[src/rtl/digit_scan_driver.sv]
// Four-digit seven-segment scan driver: prescaled one-hot digit ring plus
// registered active-low anode/decimal-point drives with leading-zero blanking.
module digit_scan_driver #(
    parameter int unsigned DIV = 4
) (
    input  logic        clk,
    input  logic        reset,
    input  logic        hold,
    input  logic        blank_lz,
    input  logic [15:0] N,
    input  logic [3:0]  dp_in,
    output logic [3:0]  sel,
    output logic [3:0]  an,
    output logic        dp
);

    localparam int unsigned CNT_W = (DIV > 1) ? $clog2(DIV) : 1;
    localparam logic [CNT_W-1:0] CNT_MAX = CNT_W'(DIV - 1);

    logic [CNT_W-1:0] cnt;
    logic [CNT_W-1:0] cnt_next;
    logic             tick_c;
    logic             sel_onehot_c;
    logic [3:0]       sel_next;
    logic [3:0]       blank_mask_c;
    logic [3:0]       lit_c;

    // Dwell prescaler; hold freezes the count and suppresses the tick.
    always_comb begin
        tick_c   = 1'b0;
        cnt_next = cnt;
        if (!hold) begin
            if (cnt == CNT_MAX) begin
                tick_c   = 1'b1;
                cnt_next = '0;
            end else begin
                cnt_next = cnt + CNT_W'(1);
            end
        end
    end

    // Digit ring; any corrupted (non-one-hot) pattern is replaced by digit 0.
    always_comb begin
        sel_onehot_c = (sel != 4'b0000) && ((sel & (sel - 4'b0001)) == 4'b0000);
        sel_next     = sel;
        if (tick_c) begin
            sel_next = sel_onehot_c ? {sel[2:0], sel[3]} : 4'b0001;
        end
    end

    always_comb begin
        blank_mask_c[3] = blank_lz && (N[15:12] == 4'h0);
        blank_mask_c[2] = blank_lz && (N[15:8]  == 8'h00);
        blank_mask_c[1] = blank_lz && (N[15:4]  == 12'h000);
        blank_mask_c[0] = 1'b0;
        lit_c           = sel_next & ~blank_mask_c;
    end

    // an/dp follow sel_next so they line up with sel without an extra cycle of lag.
    always_ff @(posedge clk) begin
        if (reset) begin
            cnt <= '0;
            sel <= 4'b0001;
            an  <= 4'b1111;
            dp  <= 1'b1;
        end else begin
            cnt <= cnt_next;
            sel <= sel_next;
            an  <= ~lit_c;
            dp  <= ~|(lit_c & dp_in);
        end
    end

endmodule

[config.mk]
export PLATFORM = sky130hd
export DESIGN_NAME = digit_scan_driver
export DESIGN_NICKNAME = d
export VERILOG_FILES = /design/src/rtl/digit_scan_driver.sv
export SDC_FILE = /design/constraint.sdc
export NUM_CORES = 1
export LEC_CHECK = 0
export BUFFER_PORTS_ARGS = -buffer_cell sky130_fd_sc_hd__buf_2
export CAP_MARGIN = 20
export CELL_PAD_IN_SITES_DETAIL_PLACEMENT = 1
export CELL_PAD_IN_SITES_GLOBAL_PLACEMENT = 1
export CORE_MARGIN = 3
export CORE_UTILIZATION = 25
export DETAILED_ROUTE_END_ITERATION = 8
export PLACE_DENSITY_LB_ADDON = 0.1
export SLEW_MARGIN = 15
export SYNTH_ARGS = -nofsm -noshare
export SYNTH_HDL_FRONTEND = slang
export SYNTH_SLANG_ARGS = --single-unit
[constraint.sdc]
create_clock -name clk -period 3.3 [get_ports clk]
set_input_delay 0.66 -clock clk [delete_from_list [all_inputs] [get_ports clk]]
set_output_delay 0.66 -clock clk [all_outputs]
set_load 0.03 [all_outputs]
Word level (Yosys, flattened, before mapping)
Cells that the tools add are included.
- output and inout bits: 9
- flip-flop bits (word level): 11
- bits in latches: 0
- memory bits (read-only): 0
- RAM bits: 0
- memories kept: 0
- equal/unequal tests: 1
- order comparisons: 0
- div/mod/pow operators: 0
- shift-type cells: 0
- mux-type cells: 5
- bitwise logic cells: 5
- $add $sub $neg: 2
- reductions and logical operators: 11
- $mul: 0
- operators with widths (cell ; count):
    bitwise AND 4 bit ; 3
    zero test 12 bit ; 1
    zero test 4 bit ; 2
    zero test 8 bit ; 1
    2-to-1 mux 4 bit ; 2
    NOT 4 bit ; 2
    logical AND 1 bit ; 4
    nonzero test 4 bit ; 1
    OR reduction 4 bit ; 1
    subtractor 4 x 1 -> 4 bit, second input constant ; 1
    adder 2 x 1 -> 2 bit, second input constant ; 1
    equality test 2 bit, second input constant ; 1
    2-to-1 mux 1 bit ; 2
    2-to-1 mux 2 bit ; 1
    zero test 1 bit ; 1

Depth between registers and ports, before layout
Gate-level depths: netlist of run 1.
- word-level depth: 10
- depth in mapped cells: 6
- depth with buffers taken out: 6

Worst setup path after synthesis of run 1
Ideal clock, no wire load.
- path kind: input to register
- start: input port hold
- end: register dp
- data required time: 3.178 ns
- path slack: 1.422 ns
- data arrival time: 1.756 ns
- cell stages on the path: 5
- library setup time: 0.122 ns
- cell sequence: or2b_2 nor3_2 a21oi_1 or4b_1 o311a_1
- word-level cells in the longest chain between the ends: 6
- ends and longest elaborated chain (item ; RTL line ; RTL):
    from (decl) ; 8 ; input logic hold,
    2-to-1 mux 1 bit ; 32 ; if (!hold) begin
    2-to-1 mux 4 bit ; 46 ; if (tick_c) begin
    bitwise AND 4 bit ; 56 ; lit_c = sel_next & ~blank_mask_c;
    bitwise AND 4 bit ; 70 ; dp <= ~|(lit_c & dp_in);
    OR reduction 4 bit ; 70 ;
    zero test 1 bit ; 70 ;
    to (signal assigned) ; 70 ;
    to (decl) ; 14 ; output logic dp
No other way between the ends.
A chain may end at the register's enable or synchronous reset.

Worst setup path in the final report of run 1
- start: register cnt[0]
- end: register dp
- word-level cells in the longest chain between the ends: 8
- ends and longest elaborated chain (item ; RTL line ; RTL):
    from (decl) ; 20 ; logic [CNT_W-1:0] cnt;
    from (signal assigned) ; 67 ; cnt <= cnt_next;
    equality test 2 bit ; 33 ; if (cnt == CNT_MAX) begin
    2-to-1 mux 1 bit ; 33 ;
    2-to-1 mux 1 bit ; 32 ;
    2-to-1 mux 4 bit ; 46 ;
    bitwise AND 4 bit ; 56 ;
    bitwise AND 4 bit ; 70 ;
    OR reduction 4 bit ; 70 ;
    zero test 1 bit ; 70 ;
No other way between the ends.

==> summary.txt, run 1 <==
STA
  • Max-slew headroom: 72.1%
  • Period minus WS final: 1.88 ns
  • Final setup violation count: 0
  • Fin Setup TNS: 0 ns
  • Fmax: ~0.53 GHz
  • Hold WS: 0.509 ns
  • RSZ-0062 raised after global routing: no
  • Hold Vio Cnt, Final: 0
  • Period utilization: 57.0%
  • Slew @ Worst Pin: about 0.42 ns
  • Worst Skew: 0.00252 ns
  • Max Slew Vio Count: 0

Worst setup path
  • CP max FO: 4
  • Setup CP Type: reg -> reg
  • Worst EP arrival: 2.04 ns
  • Crit path max-delay family: simple AND/OR/NAND/NOR gates
  • Critical path's largest stage delay: 0.50 ns
  • CP Buf/Inv Count: 0
  • CP max stage cell: or4b_1
  • WP data required: 3.45 ns
  • Crit path cell chain: ha_1, or2b_2, nor3_2, a21oi_1, or4b_1, o311a_1
  • Crit path capture type: flip-flop
  • Setup crit start kind: flip-flop

Die
  • Rows: 15
  • Die ar.: 2540 sq um
  • I/O pin count: 33
  • Initial Util: 27.6%
  • Die Y: a little over 50 microns
  • Core Footprint: 1780 sq um
  • Die Wd: 50.4 microns

Layout
  • Most frequent cells in the layout: buf_2 (28), dfxtp_1 (11), nor4_1 (4), nor2b_1 (4), nor2_1 (4)
  • Share of cells above drive strength 1: between 40 and 50%
  • Nets@finish: 109
  • Syn-to-layout area delta: 39.4%
  • Commonest non-fill, non-tap cell in the layout: buf_2
  • Register Area: 220 sq um
  • ANT cells: 0
  • Post-route design area: around 700 sq um
  • Final cell count without fillers: 108
  • Area taken by multi-input logic gates: 256 sq um
  • Fillers: between 200 and 250

Drt
  • DRC: 0
  • Wirelength, routed: ~1300 microns
  • Via Count: 514
  • Number of nets with antenna violations after routing: 0
  • Vias per inst: 4.76
  • Post-DR wirelength/cell: 12.1 microns
  • 1st-pass router iterations: 2
  • Initial DRC count: 2

CTS
  • Number of buffers created by CTS: 3
  • PostCTS Resize Cnt: 0
  • Later-pin clock latency in the skew report: 0.26 ns
  • CTS Buffer Depth: 2
  • Post-CTS Repair Setup Buffers: 0
  • CTS tree: done
  • H-Tree Level Count: 1
  • Clk sinks: 11
  • Clock transition at path regs: 0.07 ns
  • Root buffer selected by CTS: clkbuf_4
  • CTS Hold Bufs: 0

Power
  • Lkg Pwr: 0.296 nW
  • Cell area power density: 378 nW/um^2
  • Worst vdd ir: 0.214 mV

Flow run
  • Max Cap Violations: 0

Global route
  • GRT Overall Usage: 11.1%
  • First-pass GRT wire length: 2080 microns
  • Initial antenna violation count: 0
  • Gr ovfl total: 0
  • Number of global-route vias before repair: 487
  • Largest net degree at the start of global routing: 13

Synth
  • Post-synth top area cell: dfxtp_1
  • Yosys cell types: 29
  • Syn_area_per_cell: 9.46 sq um
  • Syn nets: 77
  • Flops & latches, synth: 11
  • Sequential area share after synthesis: approximately 45%
  • Mapped Cells: 52
  • Area fraction of the dominant cell type after synthesis: 44.8%
  • Synth warn: 0
  • Synth area leaders: dfxtp_1 (45%), nor2b_1 (5.1%), nor4_1 (5.1%)
  • Synthesized cell area: about 490 sq um

Placement
  • Post-place instance area: 659 sq um
  • Final HPWL DP: approximately 1100 microns
  • DP Cell Count: approximately 100
  • Final Wtd Congestion: 0.692
  • Port buffer count: 28

Outcome
  • Status: completed

Hold path
  • Worst Hold Class: reg -> reg
flip-flops by register name (all words and copies together), names as in the netlist:
| name | count |
|---|---|
| an | 4 |
| sel | 4 |
| cnt | 2 |
| dp | 1 |
tightest hold or removal path: cells and delay by family (launching register included):
family	cells	cell delay, ns
flops	1	0.33
simple gates	1	0.07
mux	1	0.07
cell families after synthesis:
group	synth area share (%)
buffers and inverters	3.05
muxes	2.04
DFF	44.8
and+or+nand+nor	32.1
AOI/OAI and AO/OA	15.5
adders and majority gates	2.54
cells in the mapped netlist (all sizes together):
master and instances:
a22o 1, mux2i 1, dfxtp 11, or3 1, nand2 2, o21a 1, ha 1, and2 1
o311a 1, nor2b 4, nor3 2, a211oi 1, or2 1, nor4 4, a32oi 1, or2b 1
inv 3, nor2 4, a31oi 1, nor3b 1, clkbuf 1, or4b 1, a21oi 2, nor4b 1
a22oi 1, nand2b 1, or3b 1, o32ai 1
per-stage QoR:
step / power [mW] / setup WS [ns] / util [%]
final: 0.259 / 1.42 / 38.5
after global routing: 0.278 / 1.34 / 38.5
after CTS: 0.266 / 1.41 / 38.5
after detailed placement: 0.173 / 1.18 / 37.0
after global placement: 0.172 / 1.20 / 37.0
after floorplan: 0.157 / 1.42 / -
report_power, final:
group / total [mW] / internal [mW] / switching, mW
Combinational: 0.0306 / 0.0152 / 0.0154
Clock: 0.0899 / 0.0467 / 0.0432
Sequential: 0.139 / 0.137 / 0.00212
Total: 0.259 / 0.199 / 0.0607
routing by layer:
layer | part of all wire [%] | up-vias | GRT usage (%)
met2 | 53 | 14 | 19.3
met1 | 41 | 245 | 11.6
met3 | 6.4 | 0 | 5.93
met4 | 0 | 0 | 2.69
li1 | - | 255 | -
met5 | 0 | - | 0
worst paths after layout:
path,start,endpoint,slack [ns],cells after the start
hold reg to reg,cnt[1]$_SDFFE_PP0N_,cnt[1]$_SDFFE_PP0N_,0.51,2
setup / recovery,cnt[0]$_SDFFE_PP0N_,dp$_SDFF_PP1_,1.42,6
setup reg to reg,cnt[0]$_SDFFE_PP0N_,dp$_SDFF_PP1_,1.42,6
hold / removal,cnt[1]$_SDFFE_PP0N_,cnt[1]$_SDFFE_PP0N_,0.51,2
final cells by class:
class	instances	area share (%)
well taps	25	4.56
inverters	3	1.64
multi-input cells	37	37.4
repair buffers	28	20.4
clock buffers	4	3.83
flip-flops and latches	11	32.1
Power figures use the tool's default switching activity.
==> run 2: changes to the inputs <==
Settings changed: CORE_UTILIZATION 25 to 24.
Clock period 3.3 ns to 1.65 ns, I/O delays scaled along.
==> summary.txt, run 2 (synthesis results as in run 1) <==
Worst setup path
  • Worst EP arrival: 1.80 ns (-0.24 ns)
  • CP startpoint: sel[0]$_SDFF_PP1_
  • Reg-to-Reg Start: sel[0]$_SDFF_PP1_
  • CP max stage cell: or4b_1
  • Crit path cell chain: or3b_4, nor3_4, a21oi_2, or4b_1, o311a_1
  • WP data required: 1.80 ns (-1.65 ns)
  • Crit path capture type: flip-flop
  • CP max FO: 2 (-2)
  • Register-to-Register Path Depth: 5 (-1)
  • Critical path's largest stage delay: 0.47 ns (-0.03 ns)
  • Setup crit start kind: flip-flop
  • Worst reg2reg setup slack: 0.004 ns (-1.41 ns)
  • Worst R2R End: dp$_SDFF_PP1_
  • Setup CP Type: reg -> reg

CTS
  • Later-pin clock latency in the skew report: 0.26 ns (about the same)
  • Root buffer selected by CTS: clkbuf_4
  • CTS Hold Bufs: 0 (unchanged)
  • CTS tree: done
  • Clk sinks: 11 (unchanged)
  • Clock transition at path regs: 0.07 ns (about the same)
  • H-Tree Level Count: 1 (unchanged)
  • CTS Buffer Depth: 2 (unchanged)
  • Number of buffers created by CTS: 3 (unchanged)

STA
  • Period minus WS final: 1.65 ns (-0.237 ns)
  • Worst Skew: 0.00189 ns (-0.000623 ns)
  • Max-slew headroom: 72.4% (+0.24 points)
  • RSZ-0062 raised after global routing: yes
  • Final setup violation count: 0 (unchanged)
  • Max Slew Vio Count: 0 (unchanged)
  • Period utilization: 99.7% (+43 points)
  • Fmax: 0.608 GHz (+14%)
  • Hold WS: 0.349 ns (-0.160 ns)
  • Hold Vio Cnt, Final: 0 (unchanged)
  • Crit path setup slack, layout: 0.00415 ns (-1.41 ns)
  • Slew @ Worst Pin: 0.411 ns (-0.00611 ns)

Global route
  • Largest net degree at the start of global routing: 13 (unchanged)
  • Gr ovfl total: 0 (unchanged)
  • Initial antenna violation count: 0 (unchanged)
  • GRT Overall Usage: 11.2% (+0.14 points)
  • First-pass GRT wire length: 2190 microns (+5.7%)
  • Number of global-route vias before repair: 527 (+8.2%)

Drt
  • Vias per inst: 4.61 (-3.1%)
  • Via Count: 544 (+5.8%)
  • Wirelength, routed: 1330 microns (+2.4%)
  • Number of nets with antenna violations after routing: 0 (unchanged)
  • Initial DRC count: 0 (-2)
  • DRC: 0 (unchanged)
  • Post-DR wirelength/cell: 11.3 microns (-6.3%)
  • 1st-pass router iterations: 1 (-1)

Placement
  • Placement Setup Slack: -0.0476 ns (-1.23 ns)
  • Final Wtd Congestion: 0.680 (-1.7%)
  • Port buffer count: 28 (unchanged)
  • Post-place instance area: 734 sq um (+11%)
  • DP Cell Count: 113 (+8.7%)
  • Final HPWL DP: 1140 microns (+6.2%)

Die
  • Die Wd: 51.3 microns (+1.8%)
  • Die ar.: 2630 sq um (+3.7%)
  • Core Footprint: 1820 sq um (+2.1%)
  • Die Y: 51.3 microns (+1.8%)
  • Rows: 15 (unchanged)
  • I/O pin count: 33 (unchanged)
  • Initial Util: 27.0% (-0.57 points)

Layout
  • Final cell count without fillers: 118 (+9.3%)
  • Largest regs: an (4), sel (4), cnt (2)
  • Final Core Density: 44.9% (+6.5 points)
  • Syn-to-layout area delta: 66.4%
  • ANT cells: 0 (unchanged)
  • Commonest non-fill, non-tap cell in the layout: buf_2
  • Post-route design area: 818 sq um (+19%)
  • Nets@finish: 119 (+9.2%)
  • Most frequent cells in the layout: buf_2 (28), buf_4 (10), dfxtp_1 (7)
  • Share of cells above drive strength 1: 62.4% (+19 points)

Power
  • Worst vdd ir: 0.454 mV (+110%)
  • Switching power: 123 uW (+100%)
  • Internal: 406 uW (+100%)
  • Sw Ratio: 23.2% (-0.15 points)
  • Sequential power share: 52.8% (-0.7 points)
  • Cell area power density: 647 nW/um^2 (+71%)
  • Lkg Pwr: 0.353 nW (+19%)
  • Power share of the combinational group: 13.8% (+2.0 points)
  • Clk network pwr share: 33.4% (-1.3 points)

Hold path
  • Min-delay src: dp_in[1]
  • Worst Hold Class: in -> reg
  • Hold EP: dp$_SDFF_PP1_
  • Min-Delay Path Depth: 3 (+1)

Outcome
  • Status: completed

Flow run
  • Max Cap Violations: 0 (unchanged)
run 2: layout make-up:
cell class | instances | area [sq um]
clock buffers | 4 | 26.3
fillers | 228 | 1000
inverters | 3 | 11.3
multi-input cells | 37 | 309
flip-flops and latches | 11 | 225
well taps | 25 | 31.3
repair buffers | 38 | 215
run 2: metal layers:
layer  share of wire (%)  up-vias  track usage [%]
met5                   0        -                0
met4                   0        0             1.31
met3                 7.9        0             5.54
met2                  48       22             18.5
met1                  44      248             13.6
li1                    -      274                -
run 2: worst max-delay path, delay by kind of cell, from the launching register on:
family | cells | cell delay (ns)
AND/OR/NAND/NOR | 3 | 1.05
flip-flops | 1 | 0.32
AO/OA/AOI/OAI | 2 | 0.17
run 2: how the worst max path moves through the flow:
stage                          endpoint  cells after the start
after floorplan           dp$_SDFF_PP1_                      6
after global placement    dp$_SDFF_PP1_                      6
after detailed placement  dp$_SDFF_PP1_                      6
after CTS                 dp$_SDFF_PP1_                      5
after global routing      dp$_SDFF_PP1_                      5
final                     dp$_SDFF_PP1_                      5
run 2: per-stage QoR:
stage	setup TNS [ns]	power, mW
floorplan	-0.0383	0.314
global placement	-0.0325	0.352
detailed placement	-0.0586	0.354
CTS	-0.00366	0.536
global route	-0.139	0.564
finish	0	0.529
run 2: what timing repair did:
action	CTS	global route
pin swaps	1	0
setup buffers	0	1
gates resized for setup	4	7
setup endpoints to repair	2	4
run 2: power by group through the flow:
stage          combinational (mW)  clock [mW]  sequential [mW]
2_1_floorplan              0.0215           0            0.292
3_3_place_gp               0.0700           0            0.282
3_5_place_dp               0.0714           0            0.283
4_1_cts                    0.0716       0.187            0.278
5_1_grt                    0.0825       0.202            0.280
6_report                   0.0730       0.177            0.279
